File: src/rtl/wb_config_loader_pkg.sv
// wb_config_loader_pkg: shared types and constants for the Wishbone config loader.
//   state_e     - loader FSM states (READ exists only with WB_CONFIG_LOADER_READBACK_EN)
//   ERR_*       - error codes reported on err_code_o
//   cfg_word_t  - buffered {address, data} configuration pair
//   sat_inc16   - saturating 16-bit increment used by the word counter
package wb_config_loader_pkg;

`ifdef WB_CONFIG_LOADER_READBACK_EN
  typedef enum logic [1:0] {
    ST_IDLE  = 2'd0,
    ST_WRITE = 2'd1,
    ST_READ  = 2'd2,
    ST_ERR   = 2'd3
  } state_e;
`else
  typedef enum logic [1:0] {
    ST_IDLE  = 2'd0,
    ST_WRITE = 2'd1,
    ST_ERR   = 2'd3
  } state_e;
`endif

  localparam logic [1:0] ERR_NONE     = 2'd0;
  localparam logic [1:0] ERR_TIMEOUT  = 2'd1;
  localparam logic [1:0] ERR_MISMATCH = 2'd2;

  typedef struct packed {
    logic [31:0] addr;
    logic [31:0] data;
  } cfg_word_t;

  function automatic logic [15:0] sat_inc16(input logic [15:0] v);
    return (v == 16'hFFFF) ? v : v + 16'd1;
  endfunction

endpackage

File: src/rtl/wb_config_loader_fifo.sv
// cfg_word_fifo: synchronous FIFO of cfg_word_t entries.
//   clk, rst_n      - clock, asynchronous active-low reset (empties the FIFO)
//   push_i/wdata_i  - write an entry (ignored when full)
//   pop_i/rdata_o   - rdata_o shows the head; pop_i removes it (ignored when empty)
//   flush_i         - discard all entries
//   full_o, empty_o, count_o - occupancy status
module cfg_word_fifo
  import wb_config_loader_pkg::*;
#(
  parameter int unsigned DEPTH = 4
) (
  input  logic                     clk,
  input  logic                     rst_n,
  input  logic                     push_i,
  input  cfg_word_t                wdata_i,
  input  logic                     pop_i,
  output cfg_word_t                rdata_o,
  input  logic                     flush_i,
  output logic                     full_o,
  output logic                     empty_o,
  output logic [$clog2(DEPTH):0]   count_o
);

  localparam int unsigned AW = $clog2(DEPTH);

  cfg_word_t     mem_q [DEPTH];
  logic [AW:0]   wr_q, wr_d;
  logic [AW:0]   rd_q, rd_d;
  logic          push_en, pop_en;

  // Pointers carry one extra wrap bit so full and empty are distinguishable.
  assign count_o = wr_q - rd_q;
  assign full_o  = (count_o == (AW+1)'(DEPTH));
  assign empty_o = (wr_q == rd_q);
  assign rdata_o = mem_q[rd_q[AW-1:0]];
  assign push_en = push_i & ~full_o;
  assign pop_en  = pop_i & ~empty_o;

  always_comb begin
    wr_d = wr_q;
    rd_d = rd_q;
    if (flush_i) begin
      wr_d = '0;
      rd_d = '0;
    end else begin
      if (push_en) wr_d = wr_q + 1'b1;
      if (pop_en)  rd_d = rd_q + 1'b1;
    end
  end

  always_ff @(posedge clk or negedge rst_n) begin
    if (!rst_n) begin
      wr_q <= '0;
      rd_q <= '0;
    end else begin
      wr_q <= wr_d;
      rd_q <= rd_d;
    end
  end

  always_ff @(posedge clk) begin
    if (push_en && !flush_i) mem_q[wr_q[AW-1:0]] <= wdata_i;
  end

endmodule

File: src/rtl/wb_config_loader.sv
// wb_config_loader: buffers {addr, data} pairs from a valid/ready port and
// issues one single-beat Wishbone write per pair, with timeout detection,
// sticky error reporting and a saturating completed-word counter.
// Optional macro WB_CONFIG_LOADER_READBACK_EN adds a read-back verify of
// every written word (mismatch reports err_code_o = 2).
// Ports:
//   wb_clk_i, wb_rst_ni            - clock, asynchronous active-low reset
//   cfg_valid_i/cfg_ready_o        - upstream handshake, cfg_addr_i/cfg_data_i payload
//   wbm_*                          - Wishbone initiator (all outputs registered)
//   busy_o, err_o, err_code_o      - status; err_clr_i clears the error and flushes
//   words_done_o                   - completed words, saturating at 16'hFFFF
module wb_config_loader
  import wb_config_loader_pkg::*;
#(
  parameter int unsigned FIFO_DEPTH = 4,
  parameter int unsigned TIMEOUT    = 255
) (
  input  logic        wb_clk_i,
  input  logic        wb_rst_ni,
  input  logic        cfg_valid_i,
  output logic        cfg_ready_o,
  input  logic [31:0] cfg_addr_i,
  input  logic [31:0] cfg_data_i,
  output logic        wbm_cyc_o,
  output logic        wbm_stb_o,
  output logic        wbm_we_o,
  output logic [3:0]  wbm_sel_o,
  output logic [31:0] wbm_addr_o,
  output logic [31:0] wbm_data_o,
  input  logic [31:0] wbm_data_i,
  input  logic        wbm_ack_i,
  output logic        busy_o,
  output logic        err_o,
  output logic [1:0]  err_code_o,
  input  logic        err_clr_i,
  output logic [15:0] words_done_o
);

  localparam int unsigned AW      = $clog2(FIFO_DEPTH);
  localparam logic [9:0]  TMO_MAX = 10'(TIMEOUT);

  state_e      state_q, state_d;
  logic [31:0] addr_q, addr_d, data_q, data_d;
  logic        cyc_q, cyc_d, stb_q, stb_d, we_q, we_d;
  logic [3:0]  sel_q, sel_d;
  logic [9:0]  tmo_q, tmo_d;
  logic [1:0]  code_q, code_d;
  logic [15:0] words_q, words_d;
  logic        busy_q, busy_d;

  logic        push, pop, flush, full, empty;
  logic [AW:0] count, occ_nx;
  cfg_word_t   head;

  assign cfg_ready_o = wb_rst_ni & ~full & (state_q != ST_ERR);
  assign push        = cfg_valid_i & cfg_ready_o;

  cfg_word_fifo #(.DEPTH(FIFO_DEPTH)) u_fifo (
    .clk     (wb_clk_i),
    .rst_n   (wb_rst_ni),
    .push_i  (push),
    .wdata_i ({cfg_addr_i, cfg_data_i}),
    .pop_i   (pop),
    .rdata_o (head),
    .flush_i (flush),
    .full_o  (full),
    .empty_o (empty),
    .count_o (count)
  );

`ifndef WB_CONFIG_LOADER_READBACK_EN
  logic unused_rdata;
  assign unused_rdata = ^wbm_data_i;
`endif

  always_comb begin
    state_d = state_q;
    addr_d  = addr_q;
    data_d  = data_q;
    cyc_d   = cyc_q;
    stb_d   = stb_q;
    we_d    = we_q;
    sel_d   = sel_q;
    tmo_d   = tmo_q;
    code_d  = code_q;
    words_d = words_q;
    pop     = 1'b0;
    flush   = 1'b0;

    case (state_q)
      ST_IDLE: begin
        if (!empty) begin
          pop     = 1'b1;
          addr_d  = head.addr;
          data_d  = head.data;
          cyc_d   = 1'b1;
          stb_d   = 1'b1;
          we_d    = 1'b1;
          sel_d   = 4'hF;
          tmo_d   = '0;
          state_d = ST_WRITE;
        end
      end
      ST_WRITE: begin
        if (wbm_ack_i) begin
`ifdef WB_CONFIG_LOADER_READBACK_EN
          // Drop the strobe for one cycle so the responder sees a fresh read cycle.
          cyc_d   = 1'b0;
          stb_d   = 1'b0;
          we_d    = 1'b0;
          state_d = ST_READ;
`else
          cyc_d   = 1'b0;
          stb_d   = 1'b0;
          we_d    = 1'b0;
          sel_d   = '0;
          words_d = sat_inc16(words_q);
          state_d = ST_IDLE;
`endif
        end else if (tmo_q == TMO_MAX) begin
          cyc_d   = 1'b0;
          stb_d   = 1'b0;
          we_d    = 1'b0;
          sel_d   = '0;
          code_d  = ERR_TIMEOUT;
          state_d = ST_ERR;
        end else begin
          tmo_d = tmo_q + 10'd1;
        end
      end
`ifdef WB_CONFIG_LOADER_READBACK_EN
      ST_READ: begin
        if (!cyc_q) begin
          cyc_d = 1'b1;
          stb_d = 1'b1;
          tmo_d = '0;
        end else if (wbm_ack_i) begin
          cyc_d = 1'b0;
          stb_d = 1'b0;
          sel_d = '0;
          if (wbm_data_i == data_q) begin
            words_d = sat_inc16(words_q);
            state_d = ST_IDLE;
          end else begin
            code_d  = ERR_MISMATCH;
            state_d = ST_ERR;
          end
        end else if (tmo_q == TMO_MAX) begin
          cyc_d   = 1'b0;
          stb_d   = 1'b0;
          sel_d   = '0;
          code_d  = ERR_TIMEOUT;
          state_d = ST_ERR;
        end else begin
          tmo_d = tmo_q + 10'd1;
        end
      end
`endif
      ST_ERR: begin
        if (err_clr_i) begin
          flush   = 1'b1;
          code_d  = ERR_NONE;
          state_d = ST_IDLE;
        end
      end
      default: state_d = ST_IDLE;
    endcase

    // Busy looks at next-cycle occupancy so it falls together with cyc.
    occ_nx = count + (AW+1)'(push) - (AW+1)'(pop);
    busy_d = (state_d == ST_WRITE)
`ifdef WB_CONFIG_LOADER_READBACK_EN
             || (state_d == ST_READ)
`endif
             || (!flush && (occ_nx != '0));
  end

  always_ff @(posedge wb_clk_i or negedge wb_rst_ni) begin
    if (!wb_rst_ni) begin
      state_q <= ST_IDLE;
      addr_q  <= '0;
      data_q  <= '0;
      cyc_q   <= 1'b0;
      stb_q   <= 1'b0;
      we_q    <= 1'b0;
      sel_q   <= '0;
      tmo_q   <= '0;
      code_q  <= ERR_NONE;
      words_q <= '0;
      busy_q  <= 1'b0;
    end else begin
      state_q <= state_d;
      addr_q  <= addr_d;
      data_q  <= data_d;
      cyc_q   <= cyc_d;
      stb_q   <= stb_d;
      we_q    <= we_d;
      sel_q   <= sel_d;
      tmo_q   <= tmo_d;
      code_q  <= code_d;
      words_q <= words_d;
      busy_q  <= busy_d;
    end
  end

  assign wbm_cyc_o    = cyc_q;
  assign wbm_stb_o    = stb_q;
  assign wbm_we_o     = we_q;
  assign wbm_sel_o    = sel_q;
  assign wbm_addr_o   = addr_q;
  assign wbm_data_o   = data_q;
  assign busy_o       = busy_q;
  assign err_o        = (state_q == ST_ERR);
  assign err_code_o   = code_q;
  assign words_done_o = words_q;

endmodule
File: config.mk
export PLATFORM = sky130hd
export DESIGN_NAME = wb_config_loader
export DESIGN_NICKNAME = d
export VERILOG_FILES = /design/src/rtl/wb_config_loader_pkg.sv /design/src/rtl/wb_config_loader_fifo.sv /design/src/rtl/wb_config_loader.sv
export SDC_FILE = /design/constraint.sdc
export NUM_CORES = 1
export LEC_CHECK = 0
export ABC_AREA = 0
export CORE_ASPECT_RATIO = 1.75
export CORE_MARGIN = 10
export CORE_UTILIZATION = 45
export CTS_CLUSTER_SIZE = 40
export DETAILED_ROUTE_END_ITERATION = 6
export MAX_ROUTING_LAYER = met4
export PLACE_DENSITY = 0.8
export SETUP_SLACK_MARGIN = 0.05
export SYNTH_ARGS = -nofsm -noshare
export SYNTH_HDL_FRONTEND = slang
export SYNTH_SLANG_ARGS = --single-unit
File: constraint.sdc
create_clock -name wb_clk_i -period 3.63 [get_ports wb_clk_i]
set_clock_uncertainty 0.2 [all_clocks]
set_input_delay 0.5445 -clock wb_clk_i [delete_from_list [all_inputs] [get_ports wb_clk_i]]
set_output_delay 0.5445 -clock wb_clk_i [all_outputs]
set_load 0.005 [all_outputs]
# ---- Word-level counts from Yosys, hierarchy flattened
# Memories as Yosys holds them, arrays and structs flattened. A register that Yosys moved wholly into a read port is not among the register bits.
# Cells that the tools add are included.
dict set report op_classes {
  n_addsub 7
  eq_ne 14
  muxes 31
  bitwise 8
  n_reduce_logical 16
}
# operator count
set ops {}
lappend ops {{two-way mux 10 bit} 3}
lappend ops {{one-hot mux 10 bit (2 select lines)} 1}
lappend ops {{adder 16 x 1 -> 16 bit, second input constant} 1}
lappend ops {{== test 16 bit, second input constant} 1}
lappend ops {{two-way mux 2 bit} 7}
lappend ops {{two-way mux 3 bit} 4}
lappend ops {{two-way mux 4 bit} 3}
lappend ops {{adder 10 x 1 -> 10 bit, second input constant} 1}
lappend ops {{== test 10 x 8 -> 1 bit, second input constant} 1}
lappend ops {{inequality test 2 bit, second input constant} 5}
lappend ops {{two-way mux 1 bit} 9}
lappend ops {{one-hot mux 4 bit (2 select lines)} 1}
lappend ops {{AND reduction 4 bit} 2}
lappend ops {{nonzero test 2 bit} 4}
lappend ops {{adder 3 x 1 -> 3 bit, second input constant} 2}
lappend ops {{one-hot mux 2 bit (3 select lines)} 1}
lappend ops {{AND reduction 3 bit} 2}
lappend ops {{bitwise AND 1 bit} 5}
lappend ops {{== test 2 x 1 -> 1 bit, second input constant} 2}
lappend ops {{one-hot mux 2 bit (2 select lines)} 1}
lappend ops {{adder 3 x 1 -> 3 bit} 1}
lappend ops {{== test 3 bit} 1}
lappend ops {{== test 3 bit, second input constant} 1}
lappend ops {{inequality test 3 bit, second input constant} 1}
lappend ops {{other kinds (12)} 16}
dict set report totals {
  regBits 42
  ramBits 256
  in_bits 101
  output_inout_bits 92
  elab_cells 86
  mem_count 1
}
# name depth width rd rd_clocked_by_memory_dff wr line
set memory_table {}
lappend memory_table {u_fifo.mem_q 4 64 1 1 1 wb_config_loader_fifo.sv:26} ;# cfg_word_t mem_q [DEPTH];

# ---- Logic depth before layout (Yosys ltp)
dict set report logic_depth {
  word_depth 11
  ltp_mapped 16
}

# ---- Hierarchy
# Synthesis repeated with hierarchy kept, for this count alone.
dict set report hier_totals {
  hier_cells 830
  hier_area_um2 13804.5
}
# mod n_inst cells_each area_each_um2 seq_area_each_um2
set by_module_without_submodules {}
lappend by_module_without_submodules {cfg_word_fifo 1 382 9668.0 7837.5}
lappend by_module_without_submodules {wb_config_loader 1 448 4136.5 2377.3}

# ---- Worst setup path before layout
# OpenSTA, ideal clock, no wires.
dict set report synth_path {
  kind {register -> register}
  from {register u_fifo.wr_q[0]}
  to {memory u_fifo.mem_q[3][0] (netlist name) (enable)}
  setup_ns 0.430
  t_arrival_ns 3.333
  t_required_ns 3.000
  slack_ns -0.334
  stages_incl_launch_ff 7
  cell_sequence {dfrtp_1 -> inv_1 -> ha_1 -> fa_1 -> xor3_1 -> a311oi_2 -> and2_1}
}
dict set report synth_via {
  elab_chain_len 10
}
# item line
set synth_rtl {}
lappend synth_rtl {{start: declaration} wb_config_loader_fifo.sv:27} ;# logic [AW:0] wr_q, wr_d;
lappend synth_rtl {{start signal: assignment} wb_config_loader_fifo.sv:56} ;# wr_q <= wr_d;
lappend synth_rtl {{subtractor 3 bit} wb_config_loader_fifo.sv:32} ;# assign count_o = wr_q - rd_q;
lappend synth_rtl {{== test 3 bit} wb_config_loader_fifo.sv:33} ;# assign full_o = (count_o == (AW+1)'(DEPTH));
lappend synth_rtl {{inverter 1 bit} {wb_config_loader_fifo.sv:36, wb_config_loader.sv:55}}
lappend synth_rtl {{bitwise AND 1 bit (2 in a row)} wb_config_loader.sv:55} ;# assign cfg_ready_o = wb_rst_ni & ~full & (state_q != ST_ERR);
lappend synth_rtl {{bitwise AND 1 bit} wb_config_loader.sv:56} ;# assign push = cfg_valid_i & cfg_ready_o;
lappend synth_rtl {{bitwise AND 1 bit} wb_config_loader_fifo.sv:36} ;# assign push_en = push_i & ~full_o;
lappend synth_rtl {{logical AND 1 bit} wb_config_loader_fifo.sv:62} ;# if (push_en && !flush_i) mem_q[wr_q[AW-1:0]] <= wdata_i;
lappend synth_rtl {{two-way mux 1 bit} wb_config_loader_fifo.sv:62}
lappend synth_rtl {{two-way mux 1 bit (implied by the code)} wb_config_loader_fifo.sv:62}
lappend synth_rtl {{end: declaration} wb_config_loader_fifo.sv:26}
# Parallel ways exist; a longest one is shown, timed or not.

# ---- Worst setup path after layout
dict set report layout_path {
  from {register u_fifo.wr_q[0]}
  to {output port cfg_ready_o}
}
dict set report layout_via {
  elab_chain_len 5
}
# item line
set layout_rtl {}
lappend layout_rtl {{subtractor 3 bit} wb_config_loader_fifo.sv:32}
lappend layout_rtl {{== test 3 bit} wb_config_loader_fifo.sv:33}
lappend layout_rtl {{inverter 1 bit} wb_config_loader.sv:55}
lappend layout_rtl {{bitwise AND 1 bit (2 in a row)} wb_config_loader.sv:55}
lappend layout_rtl {{end: declaration} wb_config_loader.sv:21} ;# output logic cfg_ready_o,
# No other way between the ends.

==> impl_results.md <==
- Outcome: completed
- I/O pin total: slightly below 200
- Startpoint types: flop
- Gate Count Post-Synth: 811
- Setup Viol. Count Final: 0
- Chip height: 251 microns
- Worst Setup End Kind: output port
- Worst VDD drop: 0.000772 V
- Worst Path Arrival: around 2.7 ns
- FMAX: 0.287 GHz
- Post_cts resized: 0
- Num CTS Buffers: 31
- Critical path peak fanout: 4
- Least-Margin Pin Slew: 0.946 ns
- Critical-path top delay cell: clkdlybuf4s50_1
- Largest net degree at the start of global routing: 71
- Reg clk slew, reported paths: 0.07 ns
- Pwr Density: 802 nW/um^2
- Asr flop ratio synth: 28.3%
- Leak: ~0.0062 uW
- WS Path Type: reg2out
- Vias in the first global route: 8180
- 1st-pass router iterations: 5
- Endpoints failing hold: 0
- NumNets Final: 1094
- Die Wd: about 150 microns
- Vias per cell: 5.29
- Initial core utilization: a little under half
- GPL Wtd Cong: 0.782
- Number of synthesis warnings: 0
- Hold Crit Class: in2async
- Sink Count: 357
- Tcrit/Tclk final: 96.0%
- H-tree levels: 1
- Post-synth EDFFs: 256
- Layout Utilization: 56.1%
- Remaining DRCs: 0
- Synth area leader: edfxtp_1
- Buf/Inv on CP: 2
- Yosys top cell area share: between 50% and 60%
- PortBufs: 159
- CTS tree: done
- Antenna-violating nets left: 0
- Global-route wire length before repair: roughly 46000 microns
- Avg Synthesized Cell Area: 16.9 sq um
- Std cell rows: 84
- Ranking of synthesized cells by area: edfxtp_1, dfrtp_1, mux4_2
- Initial antenna violation count: 1
- Max stage delay on crit path: 0.56 ns
- Max Slew Vio Count: 0
- Total Routed Length: between 20000 and 30000 microns
- Fin Setup TNS: 0 ns
- DP HPWL: 18100 microns
- Sequential area share after synthesis: 74.5%
- Max-cap violations: 0
- Via count: between 7000 and 8000
- Cell area after synthesis: 13700 sq um
- Cell family with most CP delay: buffers and inverters
- RSZ-0062 raised after global routing: false
- Unique cell type count in the Yosys netlist: 51
- GRT overflow: 0
- Min Tclk post-route: 3.48 ns
- Crit-path cells: inv_1, ha_1, fa_1, xor3_1, a31oi_1, clkdlybuf4s50_1
- Gr usage total: 15.6%
- CTS max path bufs: 3
- Share of layout cells above drive strength 1: 15.1%
- Drt wl/cell: 20.8 microns
- Die ar.: ~38000 sq um
- Top FF cell, synth: edfxtp_1
- First DRT Iteration DRCs: 297
- Worst Setup Slack post-DPL: around 0.54 ns
- Synthesized Nets: 925
- Clk Latency, worst-skew pair: 0.56 ns
- Slew headroom: a little under two fifths
- Core area: 30100 sq um
- Worst path required time: 2.89 ns
- Number of synthesized register bits: around 360
- Final worst setup slack: 0.147 ns
- Area growth, synth to finish: 23.0%
- CTS root buffer: clkbuf_16
-- power by group --
part / switching (uW) / leakage, uW / total, uW / internal (uW)
combinational: 2290 / 0.00216 / 4490 / 2200
clock: 1450 / 0.000507 / 3350 / 1900
sequential: 412 / 0.00358 / 5680 / 5270
-- cell type report --
| cell class | count | area (sq um) |
|---|---|---|
| clock buffers | 36 | 815 |
| diodes | 1 | 2.50 |
| clock inverters | 22 | 230 |
| well taps | 387 | 484 |
| fillers | 2371 | 13200 |
| flip-flops and latches | 357 | 10200 |
| multi-input cells | 402 | 3260 |
| repair buffers | 177 | 1810 |
| inverters | 11 | 41.3 |
-- sequential cells by signal, summed over array words and instances, names as in the netlist --
register      flops
busy_o            1
u_fifo.rd_q       3
u_fifo.wr_q       3
wbm_addr_o       32
err_code_o        1
wbm_data_o       32
wbm_sel_o         1
state_q           2
u_fifo.mem_q    256
tmo_q            10
words_done_o     16
-- worst paths after layout --
check                                                 to  cells past startpoint  slack [ns]                       start
setup / recovery                             cfg_ready_o                      6        0.15  u_fifo.wr_q[0]$_DFFE_PN0P_
hold / removal                  wbm_sel_o[2]$_DFFE_PN0P_                      2        0.18                   wb_rst_ni
setup reg to reg           u_fifo.mem_q[2][11]$_DFFE_PP_                      8        0.55  u_fifo.wr_q[0]$_DFFE_PN0P_
hold reg to reg               wbm_addr_o[14]$_DFFE_PN0P_                      2        0.27  wbm_addr_o[14]$_DFFE_PN0P_
max in group asynchronous      wbm_addr_o[4]$_DFFE_PN0P_                      4        1.39                   wb_rst_ni
min in group wb_clk_i         wbm_addr_o[14]$_DFFE_PN0P_                      2        0.27  wbm_addr_o[14]$_DFFE_PN0P_
-- kinds of logic (layout without fill, tap and decap cells) --
group / Yosys count / count (layout) / synth area share [%]
AO/OA/AOI/OAI: 33 / 33 / 1.65
XOR/XNOR: 19 / 19 / 1.32
adder cells (fa/ha/maj): 13 / 13 / 1.30
buffers and inverters: 52 / 246 / 1.82
flip-flops: 357 / 357 / 74.5
multiplexers: 72 / 72 / 11.1
other: 1 / 2 / 0.0273
AND/OR/NAND/NOR: 264 / 264 / 8.25
-- synthesized netlist by cell type (all sizes together) (2+ instances only) --
master,count
xnor2,11
clkbuf,22
nor2,7
mux4,64
nor3,5
mux2i,4
o22ai,2
or4,3
a31oi,5
buf,19
fa,2
edfxtp,256
ha,11
nand2,210
o21ai,4
nand3,7
a311oi,2
nor4,3
and3,4
nand4,6
inv,11
o211ai,2
dfrtp,101
a21oi,7
o21a,2
or2,2
mux2,4
nand4b,2
and2,6
xor2,7
and4,2
o31ai,5
-- placed cells by master (no fill, tap or decap), types with 6 or more instances in the layout --
cell type	netlist	layout
a21oi_1	7	7
buf_12	0	7
buf_4	8	11
clkbuf_16	0	31
clkdlybuf4s50_1	0	158
dfrtp_1	101	99
edfxtp_1	256	256
ha_1	11	11
inv_1	10	10
mux4_2	64	64
nand2_1	210	210
nand3_1	7	7
nand4_1	6	6
nor2_1	7	7
xnor2_1	11	11
xor2_1	7	7
-- repair_timing --
item,4_1_cts,5_1_grt
hold endpoints to repair,7,0
hold buffers,1,0
buffers inserted,0,0
-- layer usage --
layer	global-route usage, %	up-vias	share of wire [%]
li1	-	3353	-
met1	16.8	3796	38
met2	28.6	177	55
met3	2.26	49	4.2
met4	5.52	0	2.9
met5	-	-	0
-- stage by stage --
stage / hold WS, ns / area [sq um] / cells / power (uW)
after floorplan: 0.0489 / 13700 / 811 / 8410
after global placement: 0.197 / 15800 / 1333 / 10200
after detailed placement: 0.201 / 15800 / 1333 / 10400
after CTS: 0.165 / 16900 / 1392 / 13800
after global routing: 0.186 / 16900 / 1393 / 14400
final: 0.176 / 16900 / 1393 / 13500
(Power assumes the default switching activity.)
